**src/rtl/timer_irq_pkg.sv**
```systemverilog
// -----------------------------------------------------------------------------
// timer_irq_pkg
// Shared definitions for the memory-mapped timer: base address, register
// offsets, TCON bit positions and small address-decode helpers. The CPU
// peripheral decoder imports this package so that both sides agree on the map.
// -----------------------------------------------------------------------------
package timer_irq_pkg;

  // Upper 28 address bits that select the timer block (0x4000_000x).
  localparam logic [27:0] TIMER_BASE_HI = 28'h4000000;

  // Byte offsets of the four word registers inside the block.
  localparam logic [3:0] OFF_TH   = 4'h0;
  localparam logic [3:0] OFF_TL   = 4'h4;
  localparam logic [3:0] OFF_TCON = 4'h8;
  localparam logic [3:0] OFF_PRE  = 4'hC;

  // TCON bit indices.
  localparam int TCON_RUN  = 0;
  localparam int TCON_IEN  = 1;
  localparam int TCON_STAT = 2;

  // Word select derived from the offsets (addr[1:0] is ignored).
  typedef enum logic [1:0] {
    REG_TH   = OFF_TH[3:2],
    REG_TL   = OFF_TL[3:2],
    REG_TCON = OFF_TCON[3:2],
    REG_PRE  = OFF_PRE[3:2]
  } timer_reg_e;

  function automatic logic timer_hit(input logic [31:0] a);
    return a[31:4] == TIMER_BASE_HI;
  endfunction

  function automatic timer_reg_e timer_reg(input logic [31:0] a);
    return timer_reg_e'(a[3:2]);
  endfunction

endpackage

```
**src/rtl/timer_irq_tick_gen.sv**
```systemverilog
// -----------------------------------------------------------------------------
// tick_gen
// Prescaler for the timer. While en=1 it counts pcnt up to pre and emits a
// one-cycle tick on the cycle where pcnt == pre, then restarts from 0, giving
// one tick every pre+1 cycles (every cycle when pre=0). While en=0 the count
// holds. clr restarts the count from 0.
//
// Ports:
//   clk    system clock
//   reset  synchronous active-high reset
//   en     run enable (TCON run bit)
//   clr    restart prescale count
//   pre    prescale terminal value
//   tick   count-enable pulse for the timer counter
// -----------------------------------------------------------------------------
module tick_gen #(
  parameter int PRE_W = 16
) (
  input  logic             clk,
  input  logic             reset,
  input  logic             en,
  input  logic             clr,
  input  logic [PRE_W-1:0] pre,
  output logic             tick
);

  logic [PRE_W-1:0] pcnt;

  // Driven only from registered state, so no bus input reaches tick directly.
  assign tick = en && (pcnt == pre);

  // NOTE: sequential state uses non-blocking assignments so every register
  // samples values from before the edge, independent of statement order.
  always_ff @(posedge clk) begin
    if (reset) begin
      pcnt <= '0;
    end else if (clr) begin
      pcnt <= '0;
    end else if (en) begin
      pcnt <= tick ? '0 : pcnt + 1'b1;
    end
  end

endmodule

```
**src/rtl/timer_irq.sv**
```systemverilog
// -----------------------------------------------------------------------------
// timer_irq
// Memory-mapped 32-bit timer with prescaler and sticky interrupt status.
//   0x4000_0000 TH   reload value
//   0x4000_0004 TL   counter; counts up on each prescaler tick and reloads
//                    from TH after reaching 0xFFFF_FFFF
//   0x4000_0008 TCON [0] run, [1] irq enable, [2] irq status (sticky)
//   0x4000_000C PRE  prescale value, PRE_W bits
// Bus writes win over hardware updates of the same register in a cycle.
//
// Ports:
//   clk     system clock
//   reset   synchronous active-high reset
//   rd, wr  bus read / write strobes
//   addr    byte address
//   wdata   write data
//   rdata   combinational read data (0 when not reading a timer register)
//   irqout  level interrupt, irq enable AND irq status
// -----------------------------------------------------------------------------
module timer_irq
  import timer_irq_pkg::*;
#(
  parameter int PRE_W = 16
) (
  input  logic        clk,
  input  logic        reset,
  input  logic        rd,
  input  logic        wr,
  input  logic [31:0] addr,
  input  logic [31:0] wdata,
  output logic [31:0] rdata,
  output logic        irqout
);

  logic [31:0]      th;
  logic [31:0]      tl;
  logic [2:0]       tcon;
  logic [PRE_W-1:0] pre;

  logic       sel;
  timer_reg_e reg_sel;
  logic       wr_th, wr_tl, wr_tcon, wr_pre;
  logic       tick, tl_max, wrap, pcnt_clr;
  logic       unused_addr_bits;

  assign sel     = timer_hit(addr);
  assign reg_sel = timer_reg(addr);

  assign wr_th   = wr && sel && (reg_sel == REG_TH);
  assign wr_tl   = wr && sel && (reg_sel == REG_TL);
  assign wr_tcon = wr && sel && (reg_sel == REG_TCON);
  assign wr_pre  = wr && sel && (reg_sel == REG_PRE);

  // Byte lanes are not decoded; word accesses only.
  assign unused_addr_bits = ^addr[1:0];

  assign tl_max = &tl;
  assign wrap   = tick && tl_max;

  // Restart the prescaler whenever its period or the run state changes so the
  // first tick after a reconfiguration arrives a full period later.
  assign pcnt_clr = wr_pre || (wr_tcon && (wdata[TCON_RUN] != tcon[TCON_RUN]));

  tick_gen #(
    .PRE_W (PRE_W)
  ) u_tick_gen (
    .clk   (clk),
    .reset (reset),
    .en    (tcon[TCON_RUN]),
    .clr   (pcnt_clr),
    .pre   (pre),
    .tick  (tick)
  );

  always_ff @(posedge clk) begin
    if (reset) begin
      th   <= '0;
      tl   <= '0;
      tcon <= '0;
      pre  <= '0;
    end else begin
      if (wr_th) th <= wdata;

      if (wr_tl)     tl <= wdata;
      else if (tick) tl <= tl_max ? th : tl + 32'd1;

      if (wr_pre) pre <= wdata[PRE_W-1:0];

      // Software writes the whole field, so writing status=0 clears it even
      // when a wrap lands in the same cycle.
      if (wr_tcon) tcon <= wdata[2:0];
      else if (wrap && tcon[TCON_IEN]) tcon[TCON_STAT] <= 1'b1;
    end
  end

  // NOTE: rdata gets a default before the case so every path assigns it and
  // no latch is inferred.
  always_comb begin
    rdata = '0;
    if (rd && sel) begin
      unique case (reg_sel)
        REG_TH:   rdata = th;
        REG_TL:   rdata = tl;
        REG_TCON: rdata = {29'd0, tcon};
        REG_PRE:  rdata = {{(32-PRE_W){1'b0}}, pre};
      endcase
    end
  end

  assign irqout = tcon[TCON_IEN] & tcon[TCON_STAT];

endmodule

```
**config.mk**
```make
export PLATFORM = sky130hd
export DESIGN_NAME = timer_irq
export DESIGN_NICKNAME = d
export VERILOG_FILES = /design/src/rtl/timer_irq_pkg.sv /design/src/rtl/timer_irq_tick_gen.sv /design/src/rtl/timer_irq.sv
export SDC_FILE = /design/constraint.sdc
export NUM_CORES = 1
export LEC_CHECK = 0
export CAP_MARGIN = 20
export CORE_MARGIN = 5
export CORE_UTILIZATION = 42
export DETAILED_ROUTE_END_ITERATION = 10
export MAX_ROUTING_LAYER = met4
export PLACE_DENSITY_LB_ADDON = 0.1
export SETUP_SLACK_MARGIN = 0.4
export SLEW_MARGIN = 40
export SYNTH_ARGS = -nofsm -noshare
export SYNTH_HDL_FRONTEND = slang
export SYNTH_HIERARCHICAL = 1
export SYNTH_SLANG_ARGS = --single-unit
```
**constraint.sdc**
```tcl
create_clock -name clk -period 3.95 [get_ports clk]
set_input_delay 0.79 -clock clk [delete_from_list [all_inputs] [get_ports clk]]
set_output_delay 0.79 -clock clk [all_outputs]
set_load 0.01 [all_outputs]
```
==> metrics.yaml <==
pwr:
  power.switching_mw: 0.451
  intPower_mw: 1.64
  leakage_nw: 3.06
  p_sw_share_pct: 21.6
  vdd_drop_max_uv: 204
  power_density_mw_per_mm2: 269
  seqPwrFrac_pct: 47.9
  clkPwrFrac_pct: 45.5
  power_frac_comb_pct: 6.6
layout:
  multi_input_area_mm2: 0.00398
  fin_nets: 882
  area_growth_syn_to_layout_pct: 27.1
  antennaDiodeCount: 0
  fin_cells: 1000
  final_area_mm2: 0.00776
  fillers: 1370
  ff_latch_area_mm2: 0.00198
  drive_above_1_share_pct: 14.1
critical_path:
  critPathRequiredTime_ns: 3.16
  cp-start-kind: "input port"
  slowest_delay_ns: 0.54
  timing_worst_setup_path_type: "input port to primary output"
  path_buf_inv: 3
  arrival_ns: 2.69
  critPathSlowestCell: "or4_4"
  cpLargestDelayFamily: "simple AND/OR/NAND/NOR gates"
  r2r-end: "tl[24]"
  r2r-start: "u_tick_gen/pcnt[8]"
  cp_max_fo: 8
  cp-end-kind: "primary output"
  worst-r2r-cell-count: 9
  critPathLaunch: "addr[26]"
  rrSetupSlack_ns: 1.07
  cp_cell_sequence: "clkdlybuf4s50_1, or4_4, nor3_4, nand3_2, or2_4, clkbuf_16, nor2_4, buf_6"
placed_design:
  place_ws_ns: -0.0874
  globalplace.congestion: 0.886
  numPortBuffers: 98
  hpwl_um: 13700
  dp.cells: 983
  post_dp_cell_area_mm2: 0.00726
clocking:
  cts_tree: "yes"
  clockBufferDepth: 2
  root_buffer: "clkbuf_16"
  cts_max_level: 3
  cts.sinks: 99
  clk_latency_ns: 0.35
  cts_buffers: 9
  cts.reportedPaths.clkPinSlew_ns: 0.07
  cts-hold-fix-buffers: 0
synth:
  synthMuxAreaShare_pct: 14.4
  synth_edf_count: 0
  synth_nets: 802
  synth_cells: 732
  ys_warn_count: 6
  synthFlopType: "dfxtp_1"
  synthSimpleGateAreaFrac_pct: 28.1
  ys_ff_latch: 99
  syn_area_mm2: 0.00611
  yosysMostFrequentCell: "nor2_1"
  synth-async-reset-ratio_pct: 0
  synth-compound-area-share_pct: 12.8
  synth.avg_cell_area_um2: 8.34
  synthTopCellsByCount: "131 x nor2_1, 99 x dfxtp_1, 81 x mux2i_1"
  synth_cell_type_count: 70
  synth_top_family_by_area: "simple AND/OR/NAND/NOR gates"
  synth_area_leaders: "dfxtp_1 32%, mux2i_1 13%, nor2_1 8.1%"
  synthAdderAreaFrac_pct: 0.410
  yosysSeqAreaShare_pct: 32.5
  synth_area_leader_cell: "dfxtp_1"
  synth_top_cell_area_share_pct: 32.5
  synth_xor_area_share_pct: 6.74
sta:
  finClkSkew_ns: 0.0123
  fin_crit_sh_pct: 88.2
  slew_violations: 0
  maxSlewHeadroom_pct: 43.2
  final_hold_viol_count: 0
  holdWs_ns: 0.519
  setup_violations: 0
  fmax_ghz: 0.287
  fin_ws_ns: 0.465
  worst_pin_slew_ns: 0.852
  rsz0062_at_grt: "false"
  fin_setup_tns_ns: 0
  finalCriticalPeriod_ns: 3.48
routing:
  wl_um: 19600
  drcViolationCount: 0
  num_vias: 5917
  wl_per_cell_um: 19.6
  ant_nets: 0
  drt-pass1-iter-count: 5
  first_iter_violations: 412
  routed_via_density: 5.92
die:
  die_w_um: 131
  die-area_mm2: 0.0170
  io_pins: 101
  rows: 44
  dieHeight_um: 131
  core-area_mm2: 0.0144
  start_util_pct: 42.5
grt:
  grt_overflow: 0
  grt_max_degree: 75
  antenna_found_initial: 0
  grt_pass1_vias: 5655
  grt_pass1_wl_um: 30300
  track_usage_pct: 23.1
min_path:
  min_path_type: "register to register"
  hold_path_end: "th[7]"
  hold_start: "th[7]"
  whs_path_depth: 2
flow_run:
  cap_violations: 0
run_status:
  status: "finished clean"
## worst max path at each step
| stage | slack [ns] | cells after the start | to |
|---|---|---|---|
| after floorplan | 0.53 | 7 | rdata[21] |
| after global placement | -0.03 | 8 | rdata[16] |
| after detailed placement | -0.09 | 8 | rdata[31] |
| after CTS | 0.25 | 8 | rdata[31] |
| after global routing | 0.40 | 8 | rdata[25] |
| final | 0.47 | 8 | rdata[19] |
## metrics by stage
step | total power [mW] | utilization [%]
2_1_floorplan | 1.07 | -
3_3_place_gp | 1.16 | 50.5
3_5_place_dp | 1.16 | 50.5
4_1_cts | 2.11 | 52.2
5_1_grt | 2.15 | 54.0
6_report | 2.09 | 54.0
## power groups by stage
stage	combinational, mW	sequential, mW	clock (mW)
after detailed placement	0.137	1.02	0
after global routing	0.146	1.00	1.01
final	0.138	1.00	0.951
after floorplan	0.0482	1.02	0
after global placement	0.135	1.02	0
after CTS	0.138	1.00	0.967
## final cells by class
type                            count  share of cell area, %
Clock inverter                      5                   1.00
Clock buffer                       10                   3.08
Tap cell                          184                   2.97
Inverter                           13                  0.629
Multi-Input combinational cell    565                   51.3
Timing Repair Buffer              124                   15.4
Sequential cell                    99                   25.5
## metal layers
layer | up-vias | share of wire, % | global-route usage (%)
met5 | - | 0 | -
met4 | 0 | 1.9 | 6.35
met3 | 28 | 4.5 | 3.54
met2 | 168 | 49 | 37.5
met1 | 2891 | 45 | 30.1
li1 | 2830 | - | -
## sequential cells by signal (all words and copies together), names as in the netlist
register	flops
th	32
pre	16
tl	32
tcon	3
u_tick_gen/pcnt	16
## tightest hold or removal path, cell delays in order, from the launching register on
cell and delay [ns]:
dfxtp_1 0.34, mux2i_1 0.07, nor2_1 0.07
## cells by family (layout without fill, tap and decap cells)
logic type      after synthesis  in the layout
simple gates                326            326
compound gates              106            106
flops                        99             99
mux                          84             84
buf+inv                      68            152
xor+xnor                     47             47
fa+ha+maj                     2              2
## timing repair
action,in CTS,in global routing
pin swaps,1,14
setup endpoints to repair,32,18
endpoints found under the hold margin,0,0
buffers inserted,1,0
gates cloned,0,1
resized for setup,79,60
## cell usage in the layout, fill, tap and decap left out, types with 8 or more instances in the layout
cell type,count
nand3_1,29
buf_4,23
clkdlybuf4s50_1,57
nand4_1,25
nand2_1,27
inv_1,12
nor3_1,25
a31oi_1,8
a21oi_1,20
xnor2_1,17
dfxtp_1,99
nor2_1,115
nor4_1,16
mux2i_1,81
nor2_4,16
o211ai_1,8
xor2_1,30
o21ai_0,8
and3_1,9
clkbuf_16,10
buf_6,14
nor3_2,10
a211oi_1,14
dlygate4sd2_1,16
Note: power is estimated with default switching activity, not from simulation.
